`src/rtl/mem_access_unit_if.sv`:
```
// CPU-side request/response bundle for mem_access_unit.
// Latency: none, this is wiring only.
// Backpressure: req_valid/req_ready on requests, rsp_valid/rsp_ready on responses.
//
// Signals:
//   req_valid/req_ready          request handshake
//   req_write/req_size/req_unsigned/req_addr/req_wdata   request fields
//   rsp_valid/rsp_ready          response handshake
//   rsp_rdata/rsp_err            response fields
interface mem_access_unit_if;
  logic        req_valid;
  logic        req_ready;
  logic        req_write;
  logic [1:0]  req_size;
  logic        req_unsigned;
  logic [31:0] req_addr;
  logic [31:0] req_wdata;
  logic        rsp_valid;
  logic        rsp_ready;
  logic [31:0] rsp_rdata;
  logic        rsp_err;

  // CPU side drives requests and consumes responses.
  modport master (
    output req_valid, req_write, req_size, req_unsigned, req_addr, req_wdata, rsp_ready,
    input  req_ready, rsp_valid, rsp_rdata, rsp_err
  );

  // Access unit side.
  modport slave (
    input  req_valid, req_write, req_size, req_unsigned, req_addr, req_wdata, rsp_ready,
    output req_ready, rsp_valid, rsp_rdata, rsp_err
  );
endinterface

```
`src/rtl/mem_access_unit.sv`:
```
// Load/store unit between a CPU request port and a big-endian data memory.
// Latency accept->rsp_valid: 1 error, 2 load/word store, 3 byte/half store (RMW).
// Backpressure: one access in flight; req_ready low until the response is consumed.
//
// Ports:
//   clk, rst_n      clock, asynchronous active-low reset
//   cpu             request/response bundle (slave side)
//   MemAddr         registered byte address to memory
//   MemWriteData    registered write word, MSB = byte at MemAddr
//   MemWrite        registered write enable, memory samples it on falling clk
//   MemReadData     combinational big-endian read of the word at MemAddr
module mem_access_unit #(
  parameter int unsigned MEM_BYTES = 32
) (
  input  logic               clk,
  input  logic               rst_n,
  mem_access_unit_if.slave   cpu,
  output logic [31:0]        MemAddr,
  output logic [31:0]        MemWriteData,
  output logic               MemWrite,
  input  logic [31:0]        MemReadData
);

  localparam logic [31:0] LAST_ADDR = 32'(MEM_BYTES - 4);

  typedef enum logic [1:0] {IDLE, RD, WR, RESP} state_t;

  state_t      state_q;
  logic        req_ready_q;
  logic        rsp_valid_q;
  logic        rsp_err_q;
  logic [31:0] rsp_rdata_q;
  logic        mem_write_q;
  logic [31:0] mem_addr_q;   // doubles as the latched request address
  logic [31:0] mem_wdata_q;
  logic        write_q;
  logic [1:0]  size_q;
  logic        uns_q;
  logic [15:0] wdata_q;      // only the sub-word part is needed after accept

  logic        accept;
  logic        misalign;
  logic        req_err;
  logic [31:0] load_data;
  logic [31:0] merge_data;

  assign accept = cpu.req_valid & req_ready_q;

  always_comb begin
    misalign = 1'b0;
    case (cpu.req_size)
      2'b01:   misalign = cpu.req_addr[0];
      2'b10:   misalign = (cpu.req_addr[1:0] != 2'b00);
      default: misalign = 1'b0;
    endcase
    req_err = (cpu.req_size == 2'b11) | misalign | (cpu.req_addr > LAST_ADDR);
  end

  // The addressed byte is always the MSB of the big-endian read word.
  always_comb begin
    load_data = MemReadData;
    case (size_q)
      2'b00:   load_data = {{24{~uns_q & MemReadData[31]}}, MemReadData[31:24]};
      2'b01:   load_data = {{16{~uns_q & MemReadData[31]}}, MemReadData[31:16]};
      default: load_data = MemReadData;
    endcase
  end

  assign merge_data = (size_q == 2'b00) ? {wdata_q[7:0], MemReadData[23:0]}
                                        : {wdata_q, MemReadData[15:0]};

  always_ff @(posedge clk or negedge rst_n) begin
    if (!rst_n) begin
      state_q     <= IDLE;
      req_ready_q <= 1'b0;
      rsp_valid_q <= 1'b0;
      rsp_err_q   <= 1'b0;
      rsp_rdata_q <= 32'h0;
      mem_write_q <= 1'b0;
      mem_addr_q  <= 32'h0;
      mem_wdata_q <= 32'h0;
      write_q     <= 1'b0;
      size_q      <= 2'b00;
      uns_q       <= 1'b0;
      wdata_q     <= 16'h0;
    end else begin
      case (state_q)
        IDLE: begin
          if (accept) begin
            req_ready_q <= 1'b0;
            write_q     <= cpu.req_write;
            size_q      <= cpu.req_size;
            uns_q       <= cpu.req_unsigned;
            wdata_q     <= cpu.req_wdata[15:0];
            mem_addr_q  <= cpu.req_addr;
            if (req_err) begin
              state_q     <= RESP;
              rsp_valid_q <= 1'b1;
              rsp_err_q   <= 1'b1;
              rsp_rdata_q <= 32'h0;
            end else if (cpu.req_write && cpu.req_size == 2'b10) begin
              state_q     <= WR;
              mem_wdata_q <= cpu.req_wdata;
              mem_write_q <= 1'b1;
            end else begin
              // Loads and sub-word stores both need the current word first.
              state_q <= RD;
            end
          end else begin
            // Raises ready on the first edge after reset release.
            req_ready_q <= 1'b1;
          end
        end
        RD: begin
          if (write_q) begin
            state_q     <= WR;
            mem_wdata_q <= merge_data;
            mem_write_q <= 1'b1;
          end else begin
            state_q     <= RESP;
            rsp_valid_q <= 1'b1;
            rsp_err_q   <= 1'b0;
            rsp_rdata_q <= load_data;
          end
        end
        WR: begin
          state_q     <= RESP;
          mem_write_q <= 1'b0;
          rsp_valid_q <= 1'b1;
          rsp_err_q   <= 1'b0;
          rsp_rdata_q <= 32'h0;
        end
        RESP: begin
          if (cpu.rsp_ready) begin
            state_q     <= IDLE;
            rsp_valid_q <= 1'b0;
            rsp_err_q   <= 1'b0;
            rsp_rdata_q <= 32'h0;
            req_ready_q <= 1'b1;
          end
        end
        default: begin
          state_q     <= IDLE;
          mem_write_q <= 1'b0;
          rsp_valid_q <= 1'b0;
        end
      endcase
    end
  end

  assign cpu.req_ready = req_ready_q;
  assign cpu.rsp_valid = rsp_valid_q;
  assign cpu.rsp_err   = rsp_err_q;
  assign cpu.rsp_rdata = rsp_rdata_q;
  assign MemAddr       = mem_addr_q;
  assign MemWriteData  = mem_wdata_q;
  assign MemWrite      = mem_write_q;

endmodule

```
`src/flat_wrapper.sv`:
```
// flat-port wrapper written by rule: the top's interface ports become plain ports
module mem_access_unit_flat 
#(
  parameter int unsigned MEM_BYTES = 32
)
  (clk, rst_n, MemAddr, MemWriteData, MemWrite, MemReadData, cpu_req_valid, cpu_req_write, cpu_req_size, cpu_req_unsigned, cpu_req_addr, cpu_req_wdata, cpu_rsp_ready, cpu_req_ready, cpu_rsp_valid, cpu_rsp_rdata, cpu_rsp_err);
  mem_access_unit_if cpu_i ();
  input  logic clk;
  input  logic rst_n;
  output logic [31:0] MemAddr;
  output logic [31:0] MemWriteData;
  output logic MemWrite;
  input  logic [31:0] MemReadData;
  input wire logic [$bits(cpu_i.req_valid)-1:0] cpu_req_valid;
  input wire logic [$bits(cpu_i.req_write)-1:0] cpu_req_write;
  input wire logic [$bits(cpu_i.req_size)-1:0] cpu_req_size;
  input wire logic [$bits(cpu_i.req_unsigned)-1:0] cpu_req_unsigned;
  input wire logic [$bits(cpu_i.req_addr)-1:0] cpu_req_addr;
  input wire logic [$bits(cpu_i.req_wdata)-1:0] cpu_req_wdata;
  input wire logic [$bits(cpu_i.rsp_ready)-1:0] cpu_rsp_ready;
  output wire logic [$bits(cpu_i.req_ready)-1:0] cpu_req_ready;
  output wire logic [$bits(cpu_i.rsp_valid)-1:0] cpu_rsp_valid;
  output wire logic [$bits(cpu_i.rsp_rdata)-1:0] cpu_rsp_rdata;
  output wire logic [$bits(cpu_i.rsp_err)-1:0] cpu_rsp_err;
  assign cpu_i.req_valid = cpu_req_valid;
  assign cpu_i.req_write = cpu_req_write;
  assign cpu_i.req_size = cpu_req_size;
  assign cpu_i.req_unsigned = cpu_req_unsigned;
  assign cpu_i.req_addr = cpu_req_addr;
  assign cpu_i.req_wdata = cpu_req_wdata;
  assign cpu_i.rsp_ready = cpu_rsp_ready;
  assign cpu_req_ready = cpu_i.req_ready;
  assign cpu_rsp_valid = cpu_i.rsp_valid;
  assign cpu_rsp_rdata = cpu_i.rsp_rdata;
  assign cpu_rsp_err = cpu_i.rsp_err;
  mem_access_unit #(.MEM_BYTES(MEM_BYTES)) u_core (.clk(clk), .rst_n(rst_n), .cpu(cpu_i), .MemAddr(MemAddr), .MemWriteData(MemWriteData), .MemWrite(MemWrite), .MemReadData(MemReadData));
endmodule
```
`config.mk`:
```
export PLATFORM = sky130hd
export DESIGN_NAME = mem_access_unit_flat
export DESIGN_NICKNAME = d
export VERILOG_FILES = /design/src/rtl/mem_access_unit_if.sv /design/src/rtl/mem_access_unit.sv /design/src/flat_wrapper.sv
export SDC_FILE = /design/constraint.sdc
export NUM_CORES = 1
export LEC_CHECK = 0
export CAP_MARGIN = 5
export CORE_UTILIZATION = 45
export CTS_BUF_LIST = sky130_fd_sc_hd__clkbuf_8
export DETAILED_ROUTE_END_ITERATION = 7
export GPL_TIMING_DRIVEN = 0
export MAX_ROUTING_LAYER = met4
export PLACE_DENSITY = 0.86
export SLEW_MARGIN = 25
export SYNTH_ARGS = -nofsm -noshare
export SYNTH_HDL_FRONTEND = slang
export SYNTH_SLANG_ARGS = --single-unit
```
`constraint.sdc`:
```
create_clock -name clk -period 2.55 [get_ports clk]
set_clock_uncertainty 0.05 [all_clocks]
set_input_delay 0.255 -clock clk [delete_from_list [all_inputs] [get_ports clk]]
set_output_delay 0.255 -clock clk [all_outputs]
set_load 0.005 [all_outputs]
```
# --- Word level (Yosys, flattened, before mapping) ---
# Cells that the tools add are included.
op_classes:
  magnitude_cmp: 1
  eq_ne: 14
  n_mux: 34
  n_bitwise: 5
  n_reduce_logical: 13
ops:
  columns: ["cell", "count"]
  rows:
  - ["32-bit two-way mux", 9]
  - ["32-bit one-hot mux with 2 select lines", 2]
  - ["32-bit one-hot mux with 4 select lines", 1]
  - ["32-bit by 5-bit greater-than comparator with 1-bit output (second input constant)", 1]
  - ["1-bit two-way mux", 12]
  - ["5-bit AND reduction", 2]
  - ["2-bit == test (second input constant)", 4]
  - ["2-bit two-way mux", 4]
  - ["2-bit by 1-bit inequality test with 1-bit output (second input constant)", 4]
  - ["1-bit one-hot mux with 4 select lines", 2]
  - ["2-bit one-hot mux with 4 select lines", 1]
  - ["2-bit by 1-bit == test with 1-bit output (second input constant)", 3]
  - ["2-bit inequality test (second input constant)", 3]
  - ["2-bit AND reduction", 3]
  - ["2-bit nonzero test", 3]
  - ["2-bit logical NOT", 2]
  - ["1-bit one-hot mux with 2 select lines", 2]
  - ["4-bit AND reduction", 1]
  - ["1-bit one-hot mux with 3 select lines", 1]
  - ["3-bit nonzero test", 1]
  - ["1-bit bitwise AND", 2]
  - ["1-bit OR", 2]
  - ["1-bit logical AND", 1]
  - ["1-bit NOT", 1]
word_totals:
  ff_bits: 122
  in_bits: 104
  out_inout_bits: 100
  word_cells: 79

# --- Longest topological paths before layout ---
logic_depth:
  depth_word: 7
  mapped_depth: 10
  depth_no_buf: 7

# --- Worst setup path before layout ---
# Ideal clock, no wire load.
synth_timing:
  kind: "register to register"
  start: "register u_core.state_q[1]"
  end: "register u_core.mem_wdata_q[10], in the netlist u_core.MemWriteData[10]"
  arrival_time_ns: 1.994
  required_ns: 2.375
  setup_slack_ns: 0.380
  path_stages_with_launch: 10
  path_buffers: 2
  cell_sequence: "dfrtp_1 > inv_1 > ha_1 > buf_2 > nor2b_1 > nor4_1 > nor4b_4 > a31oi_4 > buf_6 > mux2_4"
synth_via:
  elab_chain_cells: 3
  word_cells_on_any_way: 9
  cone_classes: "eq/ne (5); mux (1); reduce/logical (3)"
synth_rtl:
  columns: ["item", "line", "rtl"]
  rows:
  - ["from (decl)", "mem_access_unit.sv:28", "state_t state_q;"]
  - ["from (signal assigned)", "mem_access_unit.sv:74", "state_q <= IDLE;"]
  - ["from (signal assigned)", "mem_access_unit.sv:97", "state_q <= RESP;"]
  - ["from (signal assigned)", "mem_access_unit.sv:102", "state_q <= WR;"]
  - ["2-bit by 1-bit == test with 1-bit output or 2-bit logical NOT (tied branches)", "mem_access_unit.sv:87", "case (state_q)"]
  - ["2-bit by 1-bit inequality test with 1-bit output (no line), or another cell as far along", null, null]
  - ["5-bit AND reduction (no line)", null, null]
  - ["to (signal assigned)", "mem_access_unit.sv:103", "mem_wdata_q <= cpu.req_wdata;"]
  - ["to (signal assigned)", "mem_access_unit.sv:117", "mem_wdata_q <= merge_data;"]
  - ["to (decl)", "mem_access_unit.sv:35", "logic [31:0] mem_wdata_q;"]
# Parallel ways exist; a longest one is shown, timed or not.
# A chain may end at the register's enable or synchronous reset.

# --- Worst setup path after layout ---
layout_timing:
  start: "input port cpu_req_size[0]"
  end: "register u_core.mem_wdata_q[12], in the netlist u_core.MemWriteData[12]"
layout_via:
  elab_chain_cells: 6
  word_cells_on_any_way: 10
  cone_classes: "eq/ne (5); mux (1); bitwise (2); reduce/logical (2)"
layout_rtl:
  columns: ["item", "line", "rtl"]
  rows:
  - ["from (decl)", "flat_wrapper.sv:16", "input wire logic [$bits(cpu_i.req_size)-1:0] cpu_req_size;"]
  - ["2-bit == test or 2-bit by 1-bit == test with 1-bit output (tied branches)", "mem_access_unit.sv:51, mem_access_unit.sv:101", null]
  - ["1-bit one-hot mux with 2 select lines", "mem_access_unit.sv:51", "case (cpu.req_size)"]
  - ["1-bit OR (2 in a row)", "mem_access_unit.sv:56", "req_err = (cpu.req_size == 2'b11) | misalign | (cpu.req_addr > LAST_ADDR);"]
  - ["2-bit inequality test (no line)", null, null]
  - ["5-bit AND reduction (no line) *", null, null]
# Every way passes the cells marked *; elsewhere a longest branch is shown, timed or not.

==> impl_metrics.json <==
{
  "drtIter0Drc": 430,
  "synthArstFlopShare_pct": 100,
  "ys_dominant_reg_cell": "dfrtp_1",
  "worstHoldPathType": "in -> async",
  "floorplan.io_pins": 204,
  "max_clock_freq_ghz": 0.413,
  "overflow": 0,
  "first_pass_iters": 5,
  "run_status": "finished clean",
  "netlist_area_um2": 6070,
  "hold_violations": 0,
  "synth_nets": 616,
  "tot_gr_track_use_pct": 28.7,
  "worst_setup_path_end_kind": "flip-flop",
  "filler_cell_count": 983,
  "setup_crit_path_kind": "in -> reg",
  "drive_above_1_share_pct": 21.8,
  "use_met3_pct": 8.35,
  "detailedPlacementHpwl_um": 14200,
  "peakVddDrop_mv": 0.656,
  "synth_area_per_cell_um2": 12.0,
  "gpl.final_weighted_congestion": 0.863,
  "number_of_enable_flip_flop_cells_after_synthesis": 0,
  "busiest_layer": "met2",
  "io_buffer_count": 203,
  "crit_arrival_ps": 2700,
  "antenna_found_initial": 0,
  "synthCells": 505,
  "worst_setup_hold_path_clk_slew_ps": 70,
  "leakage_nw": 3.78,
  "crit_required_ps": 2830,
  "timing.max_slew.rel_slack_pct": 55.9,
  "clock_path_buffers": 2,
  "cp_max_fo": 10,
  "final-setup-viol-count": 0,
  "via_count": 5158,
  "nets": 844,
  "final.setup.worst_slack_ps": 127,
  "synth-seq-cells": 122,
  "fin_crit_ps": 2420,
  "layout_common_cells": "clkdlybuf4s50_1 (202), dfrtp_1 (122), mux2_2 (69)",
  "wire_length_of_the_first_global_routing_pass_um": 28800,
  "grt_use_met2_pct": 44.3,
  "route.detailed.drc": 0,
  "yosysWarningCount": 0,
  "die_area_um2": 14000,
  "tritoncts": "built",
  "grt_setup_unrepaired": "true",
  "postRouteWirelength_um": 18800,
  "slew_worst_pin_ps": 661,
  "total_power_mw": 10.6,
  "detail-route-antenna-nets": 0,
  "cts-root-buf": "clkbuf_8",
  "antennaDiodeCount": 0,
  "first_global_vias": 5334,
  "clock_latency_ps": 450,
  "power.density_nw_per_um2": 1200,
  "cap_viol_max_count": 0,
  "cts_buffers": 17,
  "ctsHtreeMaxLevel": 4,
  "timing.critical_path.from_type": "input port",
  "critical-path-max-stage-delay_ps": 530,
  "start_util_pct": 46.0,
  "width_of_the_chip_um": 118,
  "cts_num_sinks": 122,
  "row_count": 42,
  "worst_path_slowest_cell": "clkdlybuf4s50_1",
  "core_area_um2": 13200,
  "pin_count_of_the_biggest_net_entering_global_routing": 81,
  "place_ws_ps": -303,
  "wl_per_cell_um": 20.4,
  "globalRouteMet1Util_pct": 34.9,
  "finalMaxSlewViolations": 0,
  "syn_to_final_growth_pct": 45.1,
  "mostFrequentLayoutCell": "clkdlybuf4s50_1",
  "critical_path.cell_chain": "clkdlybuf4s50_1 > inv_1 > ha_1 > nand2b_1 > o211ai_1 > nor4b_4 > a31oi_4 > buf_6 > mux2_4",
  "period_share_pct": 95.0,
  "post_synth_num_cell_types": 39,
  "via_per_inst": 5.59,
  "die_h_um": 118,
  "seq_area_frac_synth_pct": 50.3
}
[critical path, delay by kind of cell]
kind	cells	cell delay, ps
AOI/OAI and AO/OA	2	690
adders and majority gates	1	310
buffers and inverters	3	870
muxes	1	320
and+or+nand+nor	2	250
[cells by family (layout without fill, tap and decap cells)]
kind of cell,Yosys count,count (layout),share of synthesized area (%)
buf+inv,43,284,3.48
compound gates,94,94,10.5
flops,122,122,50.3
mux,123,123,24.2
fa+ha+maj,7,7,1.44
simple gates,116,116,10.1
[synthesized netlist by cell type, types with 4 or more instances]
library cell / count / area, µm²
nor4_1: 5 / 31.3
o311ai_0: 16 / 140
clkbuf_1: 20 / 75.1
nor4_2: 5 / 62.6
buf_2: 7 / 35.0
a21oi_1: 39 / 195
mux2i_1: 24 / 240
mux2_4: 30 / 450
nand2b_1: 17 / 106
dfrtp_1: 122 / 3050
inv_1: 7 / 26.3
o21ai_0: 9 / 45.0
ha_1: 7 / 87.6
nor2_1: 28 / 105
buf_6: 4 / 45.0
nand3_1: 19 / 95.1
a22o_1: 15 / 131
nand2_1: 31 / 116
mux2_2: 69 / 777
[final timing paths]
check / cells after the start / slack [ps] / endpoint / start
max: 9 / 130 / u_core.MemWriteData[12] / cpu_req_size[0]
min in group clk: 2 / 390 / u_core.uns_q / cpu_req_unsigned
min: 2 / 230 / u_core.MemAddr[14] / rst_n
max in group asynchronous: 3 / 1520 / u_core.cpu.rsp_rdata[9] / rst_n
min reg2reg: 1 / 450 / u_core.MemWrite / u_core.MemWrite
max reg2reg: 9 / 150 / u_core.MemWriteData[12] / u_core.state_q[0]
[area by class of cell]
cell class	count	area, µm²	area share (%)
Sequential cell	122	3050	34.7
Multi-Input combinational cell	340	2830	32.1
Timing Repair Buffer	209	2100	23.9
Clock buffer	20	275	3.13
Tap cell	176	220	2.50
Buffer	36	188	2.13
Clock inverter	12	109	1.24
Inverter	7	26.3	0.298
[timing repair]
item,4_1_cts,5_1_grt
setup buffers,0,4
resized for setup,1,7
setup endpoints to repair,11,48
pin swaps,0,1
hold buffers,1,0
endpoints found under the hold margin,42,0
[flip-flops by register name (all words and copies together) (netlist names)]
signal and flops:
u_core.size_q 2, u_core.uns_q 1, u_core.cpu.rsp_err 1, u_core.state_q 2
u_core.wdata_q 16, u_core.MemWriteData 32, u_core.cpu.req_ready 1, u_core.MemAddr 32
u_core.cpu.rsp_valid 1, u_core.MemWrite 1, u_core.write_q 1, u_core.cpu.rsp_rdata 32
[report_power, final]
part	leakage (nW)	internal [mW]	switching, mW	total (mW)
registers	1.51	2.90	0.635	3.53
logic	2.06	3.14	2.20	5.35
clock network	0.211	0.922	0.777	1.70
[through the flow]
stage	setup TNS (ps)	instance area, µm²	util, %	std cells	hold WS [ps]
final	0	8800	66.8	922	227
after global placement	-425620	8320	63.1	884	429
after floorplan	0	6070	-	505	-90.6
after CTS	0	8750	66.3	918	210
after global routing	-12.1	8800	66.8	922	241
after detailed placement	-14430	8350	63.3	885	113
[routing by layer]
| layer | share of wire (%) | wire [µm] |
|---|---|---|
| met1 | 41 | 7740 |
| met2 | 47 | 8860 |
| met3 | 8.5 | 1600 |
| met5 | 0 | 0 |
| met4 | 3.1 | 578 |
Power figures use the tool's default switching activity.
